**src/rtl/osd_char_writer.sv**
```systemverilog
// -----------------------------------------------------------------------------
// osd_char_writer
//
// Command-driven producer for the OSD character buffer. Accepts ASCII text and
// cursor commands, translates ASCII into the 6-bit OSD charset, and keeps a
// cursor over the 16x8 character grid (address = row*16 + col). A CLEAR
// command fills the whole buffer with BLANK_CODE in a 128-cycle burst.
//
// Ports:
//   clk        VDP 21M clock
//   rst        synchronous active-high reset
//   cmd_valid  command present
//   cmd_ready  block can accept a command this cycle (IDLE and not in reset)
//   cmd_op     0=PUTC, 1=SETPOS, 2=CLEAR, 3=NEWLINE
//   cmd_data   ASCII byte (PUTC) or cursor address in [6:0] (SETPOS)
//   char_data  charset code to the OSD buffer
//   char_we    one-cycle write strobe to the OSD buffer
//   char_addr  buffer write address
//   cursor     current cursor address
//   busy       high while a CLEAR burst runs
// -----------------------------------------------------------------------------
module osd_char_writer #(
  parameter logic [5:0] BLANK_CODE = 6'h00,
  parameter bit         AUTO_CLEAR = 1'b1
) (
  input  logic       clk,
  input  logic       rst,
  input  logic       cmd_valid,
  output logic       cmd_ready,
  input  logic [1:0] cmd_op,
  input  logic [7:0] cmd_data,
  output logic [5:0] char_data,
  output logic       char_we,
  output logic [6:0] char_addr,
  output logic [6:0] cursor,
  output logic       busy
);

  localparam logic [1:0] OP_PUTC    = 2'd0;
  localparam logic [1:0] OP_SETPOS  = 2'd1;
  localparam logic [1:0] OP_CLEAR   = 2'd2;
  localparam logic [1:0] OP_NEWLINE = 2'd3;

  typedef enum logic {
    IDLE  = 1'b0,
    CLEAR = 1'b1
  } state_t;

  state_t     state;
  state_t     state_next;

  // clr_cnt holds the next clear address to write; bit 7 set means all 128
  // addresses have been issued and the burst finishes this cycle.
  logic [7:0] clr_cnt;
  logic [7:0] clr_cnt_next;

  logic       we_next;
  logic [6:0] addr_next;
  logic [5:0] data_next;
  logic [6:0] cursor_next;
  logic [2:0] row_next;
  logic       accept;

  // ASCII to OSD charset: printable upper half maps directly, lowercase folds
  // onto uppercase, everything else becomes the blank glyph.
  function automatic logic [5:0] ascii_map(input logic [7:0] a);
    logic [7:0] t;
    if (a >= 8'h20 && a <= 8'h5F) begin
      t = a - 8'h20;
    end else if (a >= 8'h60 && a <= 8'h7F) begin
      t = a - 8'h40;
    end else begin
      t = {2'b00, BLANK_CODE};
    end
    return t[5:0];
  endfunction

  // cmd_ready is gated by rst directly so a command offered during reset is
  // never accepted, even though the state register may already read IDLE.
  assign cmd_ready = (state == IDLE) && !rst;
  assign busy      = (state == CLEAR);
  assign accept    = cmd_valid && cmd_ready;
  assign row_next  = cursor[6:4] + 3'd1;

  always_comb begin
    state_next   = state;
    clr_cnt_next = clr_cnt;
    we_next      = 1'b0;
    addr_next    = char_addr;
    data_next    = char_data;
    cursor_next  = cursor;

    unique case (state)
      IDLE: begin
        if (accept) begin
          unique case (cmd_op)
            OP_PUTC: begin
              we_next     = 1'b1;
              addr_next   = cursor;
              data_next   = ascii_map(cmd_data);
              cursor_next = cursor + 7'd1;
            end
            OP_SETPOS: begin
              cursor_next = cmd_data[6:0];
            end
            OP_CLEAR: begin
              // Address 0 is written on the very next cycle, so the counter
              // starts at 1 to continue the burst from there.
              state_next   = CLEAR;
              we_next      = 1'b1;
              addr_next    = 7'd0;
              data_next    = BLANK_CODE;
              clr_cnt_next = 8'd1;
            end
            OP_NEWLINE: begin
              cursor_next = {row_next, 4'h0};
            end
            default: ;
          endcase
        end
      end

      CLEAR: begin
        if (clr_cnt[7]) begin
          state_next   = IDLE;
          clr_cnt_next = 8'd0;
          cursor_next  = 7'd0;
        end else begin
          we_next      = 1'b1;
          addr_next    = clr_cnt[6:0];
          data_next    = BLANK_CODE;
          clr_cnt_next = clr_cnt + 8'd1;
        end
      end

      default: begin
        state_next = IDLE;
      end
    endcase
  end

  // Registered control and output stage
  always_ff @(posedge clk) begin
    if (rst) begin
      if (AUTO_CLEAR) begin
        state <= CLEAR;
      end else begin
        state <= IDLE;
      end
      clr_cnt   <= 8'd0;
      char_we   <= 1'b0;
      char_addr <= 7'd0;
      char_data <= 6'd0;
      cursor    <= 7'd0;
    end else begin
      state     <= state_next;
      clr_cnt   <= clr_cnt_next;
      char_we   <= we_next;
      char_addr <= addr_next;
      char_data <= data_next;
      cursor    <= cursor_next;
    end
  end

endmodule

```
**config.mk**
```make
export PLATFORM = sky130hd
export DESIGN_NAME = osd_char_writer
export DESIGN_NICKNAME = d
export VERILOG_FILES = /design/src/rtl/osd_char_writer.sv
export SDC_FILE = /design/constraint.sdc
export NUM_CORES = 1
export LEC_CHECK = 0
export CORE_MARGIN = 4
export CORE_UTILIZATION = 30
export DETAILED_ROUTE_END_ITERATION = 10
export PLACE_DENSITY = 0.54
export SYNTH_ARGS = -nofsm -noshare
export SYNTH_HDL_FRONTEND = slang
export SYNTH_SLANG_ARGS = --single-unit
export TNS_END_PERCENT = 30
```
**constraint.sdc**
```tcl
create_clock -name clk -period 1.8 [get_ports clk]
set_input_delay 0.45 -clock clk [delete_from_list [all_inputs] [get_ports clk]]
set_output_delay 0.45 -clock clk [all_outputs]
set_load 0.01 [all_outputs]
```
* Yosys cells after proc, flatten, opt, wreduce, memory -nomap -nowiden
Cells that the tools add are included.
** Operators by class
- Add/sub/neg operators :: 5
- Magnitude comparators :: 4
- Equal/unequal tests :: 9
- Multiplexer cells :: 25
- Bitwise logic cells :: 1
- Reductions and logical operators :: 10
** Operator list (number)
- 7-bit one-hot mux with 2 select lines :: 3
- 7-bit 2-to-1 mux :: 4
- 6-bit 2-to-1 mux :: 4
- 8-bit 2-to-1 mux :: 3
- 6-bit one-hot mux with 2 select lines :: 2
- 7-bit one-hot mux with 3 select lines :: 1
- 8-bit by 7-bit less-or-equal comparator with 1-bit output, second input constant :: 2
- 8-bit one-hot mux with 2 select lines :: 1
- 8-bit by 1-bit adder with 8-bit output, second input constant :: 1
- 8-bit by 6-bit greater-or-equal comparator with 1-bit output, second input constant :: 1
- 8-bit by 7-bit greater-or-equal comparator with 1-bit output, second input constant :: 1
- 7-bit by 1-bit adder with 7-bit output, second input constant :: 1
- 3-bit AND reduction :: 2
- 6-bit by 1-bit subtractor with 6-bit output, second input constant :: 1
- 6-bit subtractor, second input constant :: 1
- 1-bit 2-to-1 mux :: 5
- 2-bit == test, second input constant :: 2
- 1-bit logical AND :: 4
- 2-bit by 1-bit != test with 1-bit output, second input constant :: 2
- 2-bit != test, second input constant :: 2
- 4-bit by 1-bit != test with 1-bit output, second input constant :: 1
- 1-bit one-hot mux with 2 select lines :: 2
- 3-bit by 1-bit adder with 3-bit output, second input constant :: 1
- 3-bit by 1-bit != test with 1-bit output, second input constant :: 1
- 6 further kinds :: 6
** Storage, ports and cells
- Bits in registers :: 30
- Input port bits :: 13
- Output and inout bits :: 23
- Word-level logic and storage cells :: 60

* Longest topological paths before layout
- Word-level depth :: 7
- Depth in mapped cells :: 6
- Gate-level depth less buffers :: 5

* Worst setup path after synthesis
No wires, ideal clock.
- Kind :: register to register
- Start point :: register state (netlist: busy)
- End point :: register char_addr[1]
- Library setup time :: 0.132 ns
- Data arrival time :: 1.563 ns
- Data required time :: 1.668 ns
- Slack :: 0.105 ns
- Cell stages (with the launch flop) :: 7
- Buffers on the path :: 2
- Clock period less this slack :: 1.695 ns
- Cell sequence :: dfxtp_1 buf_6 or4b_4 and2_4 buf_6 a221oi_1 nor3_1
** On the way
- Cells in the longest elaborated chain, start to end :: 5
- Elaborated cells on any way between the ends :: 8
- Classes of those cells :: eq/ne: 3; mux: 1; bitwise: 1; reduce/logical: 3
** Ends and longest elaborated chain
- from (decl) :: RTL line 49 : state_t state;
- from (signal assigned) :: RTL line 156 : state <= state_next;
- 1-bit NOT
- 1-bit logical AND :: RTL line 80 : assign cmd_ready = (state == IDLE) && !rst;
- 1-bit logical AND :: RTL line 82 : assign accept = cmd_valid && cmd_ready;
- 2-bit != test (no line)
- 3-bit AND reduction (no line)
- to (signal assigned) :: RTL line 159 : char_addr <= addr_next;
- to (decl) :: RTL line 34 : output logic [6:0] char_addr,
Several ways; a longest one is shown, not always the timed one.
A chain may end at the register's enable or synchronous reset.

* Final worst setup path
- Start point :: input port rst
- End point :: register char_addr[0]
** On the way
- Cells in the longest elaborated chain, start to end :: 5
** Ends and longest elaborated chain
- from (decl) :: RTL line 27 : input logic rst,
- 1-bit zero test :: RTL line 80
- 1-bit logical AND :: RTL line 80
- 1-bit logical AND :: RTL line 82
- 2-bit != test (no line)
- 3-bit AND reduction (no line)
Several ways; a longest one is shown, not always the timed one.

==> impl_metrics.csv <==
group,metric,value,unit
worst_hold_path,min_to,"char_addr[3]$_SDFFE_PP0P_",
drt,vias,1488,
timing,setup-violations-final,0,
power_and_ir_drop,combinationalPowerShare,0.088,
power_and_ir_drop,clockPowerShare,0.449,
timing,rsz0062_at_grt,"false",
logic_synthesis,synth_top_area_cell,"dfxtp_1",
grt,antenna_found_initial,0,
logic_synthesis,syn-instance-count,170,
logic_synthesis,synth_ff_type,"dfxtp_1",
timing,hold_viol_final,0,
drt,routedWlPerCell,14.65,µm
drt,viasPerCell,4.993,
logic_synthesis,synth_area,1475,µm²
grt,grt-ovfl-total,0,
clock_network,root_buffer,"clkbuf_8",
power_and_ir_drop,p_int,1.153,mW
floorplanning,fp-row-count,25,
drt,drt_iter0_drc,75,
power_and_ir_drop,peakVddDrop,0.0004163,V
clock_network,ctsHoldBuffers,0,
critical_path,path_buf_inv,2,
critical_path,worst-r2r-setup-slack,0.13,ns
critical_path,path_class,"in -> reg",
final_layout,diodes,0,
final_layout,multiInputGateArea,825.8,µm²
timing,slew_headroom,0.7187,
timing,clock.fmax,583.6,MHz
timing,fin_hold_ws,0.4838,ns
clock_network,clock_path_buffers,2,
timing,layout_setup_ws,0.08657,ns
critical_path,max_stage_delay,0.53,ns
logic_synthesis,syn_area_per_cell,8.677,µm²
grt,grt_max_degree,26,
power_and_ir_drop,power_density,682.0,nW/µm²
place,gp_congestion,0.8512,
timing,fin_worst_skew,0.008575,ns
place,place_ws,-0.3698,ns
clock_network,clock_sinks,30,
critical_path,critPathArrivalTime,1.87,ns
power_and_ir_drop,swShare,0.2225,
worst_hold_path,hold_class,"reg -> reg",
worst_hold_path,worstHoldStart,"char_addr[3]$_SDFFE_PP0P_",
timing,tns,0,ns
clock_network,cts_tree,"yes",
logic_synthesis,synthDistinctLibCells,39,
floorplanning,initial_core_util,0.3103,
clock_network,path_clk_slew,0.07,ns
drt,first_pass_iters,4,
floorplanning,fp.dieArea,6103,µm²
critical_path,cp_slowest_cell,"or4b_4",
clock_network,numCtsBuffers,5,
drt,drt_wl_total,4.365,mm
final_layout,area_delta_synth_final,47.41,%
critical_path,cp-start-kind,"primary input",
floorplanning,die_h,78.12,µm
critical_path,timing.rr.start,"busy$_SDFF_PP1_",
logic_synthesis,syn_nets,186,
place,dpl-instance-area,2033,µm²
clock_network,worstSkewPairLatency,0.28,ns
logic_synthesis,synth_seq_cells,30,
drt,drc,0,
place,port_buffers,35,
timing,timing.final.crit_share,0.9519,
grt,grt_pass1_wl,7.265,mm
logic_synthesis,synth_area_leaders,"dfxtp_1, nor2_1, nand2_1",
grt,grt_usage,0.1505,
critical_path,worstReg2RegEnd,"char_addr[0]$_SDFFE_PP0P_",
run,maxCapViolations,0,
critical_path,path_cells,"dlygate4sd2_1 > or4b_4 > buf_4 > and2_4 > a221oi_1 > nor3_1",
critical_path,path_max_fanout,6,
power_and_ir_drop,power.switching,330.0,µW
final_layout,final_util,0.4574,
timing,worst_pin_slew,0.4211,ns
grt,grt_pass1_vias,1493,
place,dp_hpwl,3.232,mm
power_and_ir_drop,p_leak,0.8389,nW
clock_network,cts_max_level,2,
critical_path,crit_required,1.96,ns
floorplanning,fp.dieW,78.12,µm
critical_path,cp_top_family,"simple AND/OR/NAND/NOR gates",
timing,fin_crit,1.713,ns
logic_synthesis,synth_top_area_frac,0.4071,
logic_synthesis,seq_area_frac_synth,0.4071,
final_layout,ff_latch_area,608.1,µm²
logic_synthesis,post-synth-top-count-cell,"dfxtp_1",
floorplanning,io-pin-count,36,
critical_path,reg2reg_depth,5,
logic_synthesis,ys_warn_count,0,
run_status,outcome,"finished clean",
critical_path,worst_setup_path_end_kind,"register",
power_and_ir_drop,seqPwrFrac,0.462,
final_layout,nets,246,
logic_synthesis,synthTopCellsByCount,"dfxtp_1, nor2_1, nand2_1, o21ai_0, nand3_1",
final_layout,drive_above_1_share,0.2035,
final_layout,fillers,484,
drt,ant_nets,0,
timing,finalMaxSlewViolations,0,
final_layout,fin_area,2175,µm²
floorplanning,core,4755,µm²
logic_synthesis,synthArstFlopShare,0,
logic_synthesis,synth_edf_count,0,
worst_hold_path,min_path_cells,2,
## worst reg2reg max path: cells and delay by family (launching register included)
family	cells	cell delay, ns
and+or+nand+nor	3	0.83
DFF	1	0.35
AOI/OAI and AO/OA	1	0.23
buffers and inverters	1	0.16
## placed cells by master, fill, tap and decap left out, types with 2 or more instances in the layout
cell and n:
dlygate4sd2_1 4, o22a_1 2, a22o_1 5, dfxtp_2 6, nor2_1 18, clkinv_2 2, a221oi_1 4, nand3_1 9
ha_1 3, nor3_1 6, a22oi_1 5, a21oi_1 8, and4_1 2, nand2_1 17, buf_4 26, a31oi_1 4
inv_1 2, nand2b_1 3, o21ai_0 11, or3_1 2, clkbuf_8 5, xor2_1 5, dfxtp_1 24, nor2b_1 7
o211ai_1 2, clkdlybuf4s50_1 31
## what timing repair did
action                                  in CTS  in global routing
buffers inserted                             2                  1
endpoints found under the hold margin        0                  0
endpoints found under the setup margin      18                 13
gates resized for setup                      5                  7
pin swaps                                    4                  4
## registers in the layout (all words and copies together) (netlist names)
signal     count
clr_cnt        8
char_addr      7
cursor         7
char_data      6
busy           1
char_we        1
## final cells by class
class,count,area share
flip-flops and latches,30,0.2796
well taps,67,0.03855
repair buffers,61,0.2486
multi-input cells,130,0.3797
inverters,2,0.003452
clock buffers,5,0.03165
clock inverters,3,0.01841
## per-layer routing
metal	wire [µm]	vias to the layer above	GRT usage
met2	2066	40	0.2449
met4	40	0	0.05070
met5	0	-	0
li1	-	749	-
met1	2036	693	0.1911
met3	221	6	0.04243
## cells by family after synthesis
family / synth area share
AND/OR/NAND/NOR: 0.2587
AO/OA/AOI/OAI: 0.2333
flip-flops: 0.4071
buffers and inverters: 0.03817
XOR/XNOR: 0.02968
adder cells (fa/ha/maj): 0.02545
multiplexers: 0.007633
## power by group through the flow
stage / registers [mW] / logic, mW / clock network, mW
after global routing: 0.688 / 0.142 / 0.723
after floorplan: 0.700 / 0.0526 / 0
after detailed placement: 0.701 / 0.132 / 0
final: 0.686 / 0.131 / 0.666
after CTS: 0.686 / 0.130 / 0.682
after global placement: 0.701 / 0.130 / 0
## worst max-delay path by stage
| stage | from | endpoint | slack [ns] | cells after the start |
|---|---|---|---|---|
| after global placement | rst | char_data[3]$_SDFFE_PP0P_ | -0.34 | 5 |
| after detailed placement | rst | char_data[1]$_SDFFE_PP0P_ | -0.37 | 5 |
| final | rst | char_addr[0]$_SDFFE_PP0P_ | 0.09 | 6 |
| after floorplan | busy$_SDFF_PP1_ | char_addr[1]$_SDFFE_PP0P_ | 0.11 | 6 |
| after CTS | cursor[4]$_SDFFE_PP0P_ | cursor[4] | 0.004 | 1 |
| after global routing | rst | char_addr[1]$_SDFFE_PP0P_ | 0.01 | 6 |
## through the flow
step / std cells / total power [mW]
6_report: 298 / 1.483
5_1_grt: 298 / 1.553
4_1_cts: 297 / 1.498
3_5_place_dp: 287 / 0.8333
3_3_place_gp: 287 / 0.8307
2_1_floorplan: 170 / 0.7527
Note: power is estimated with default switching activity, not from simulation.
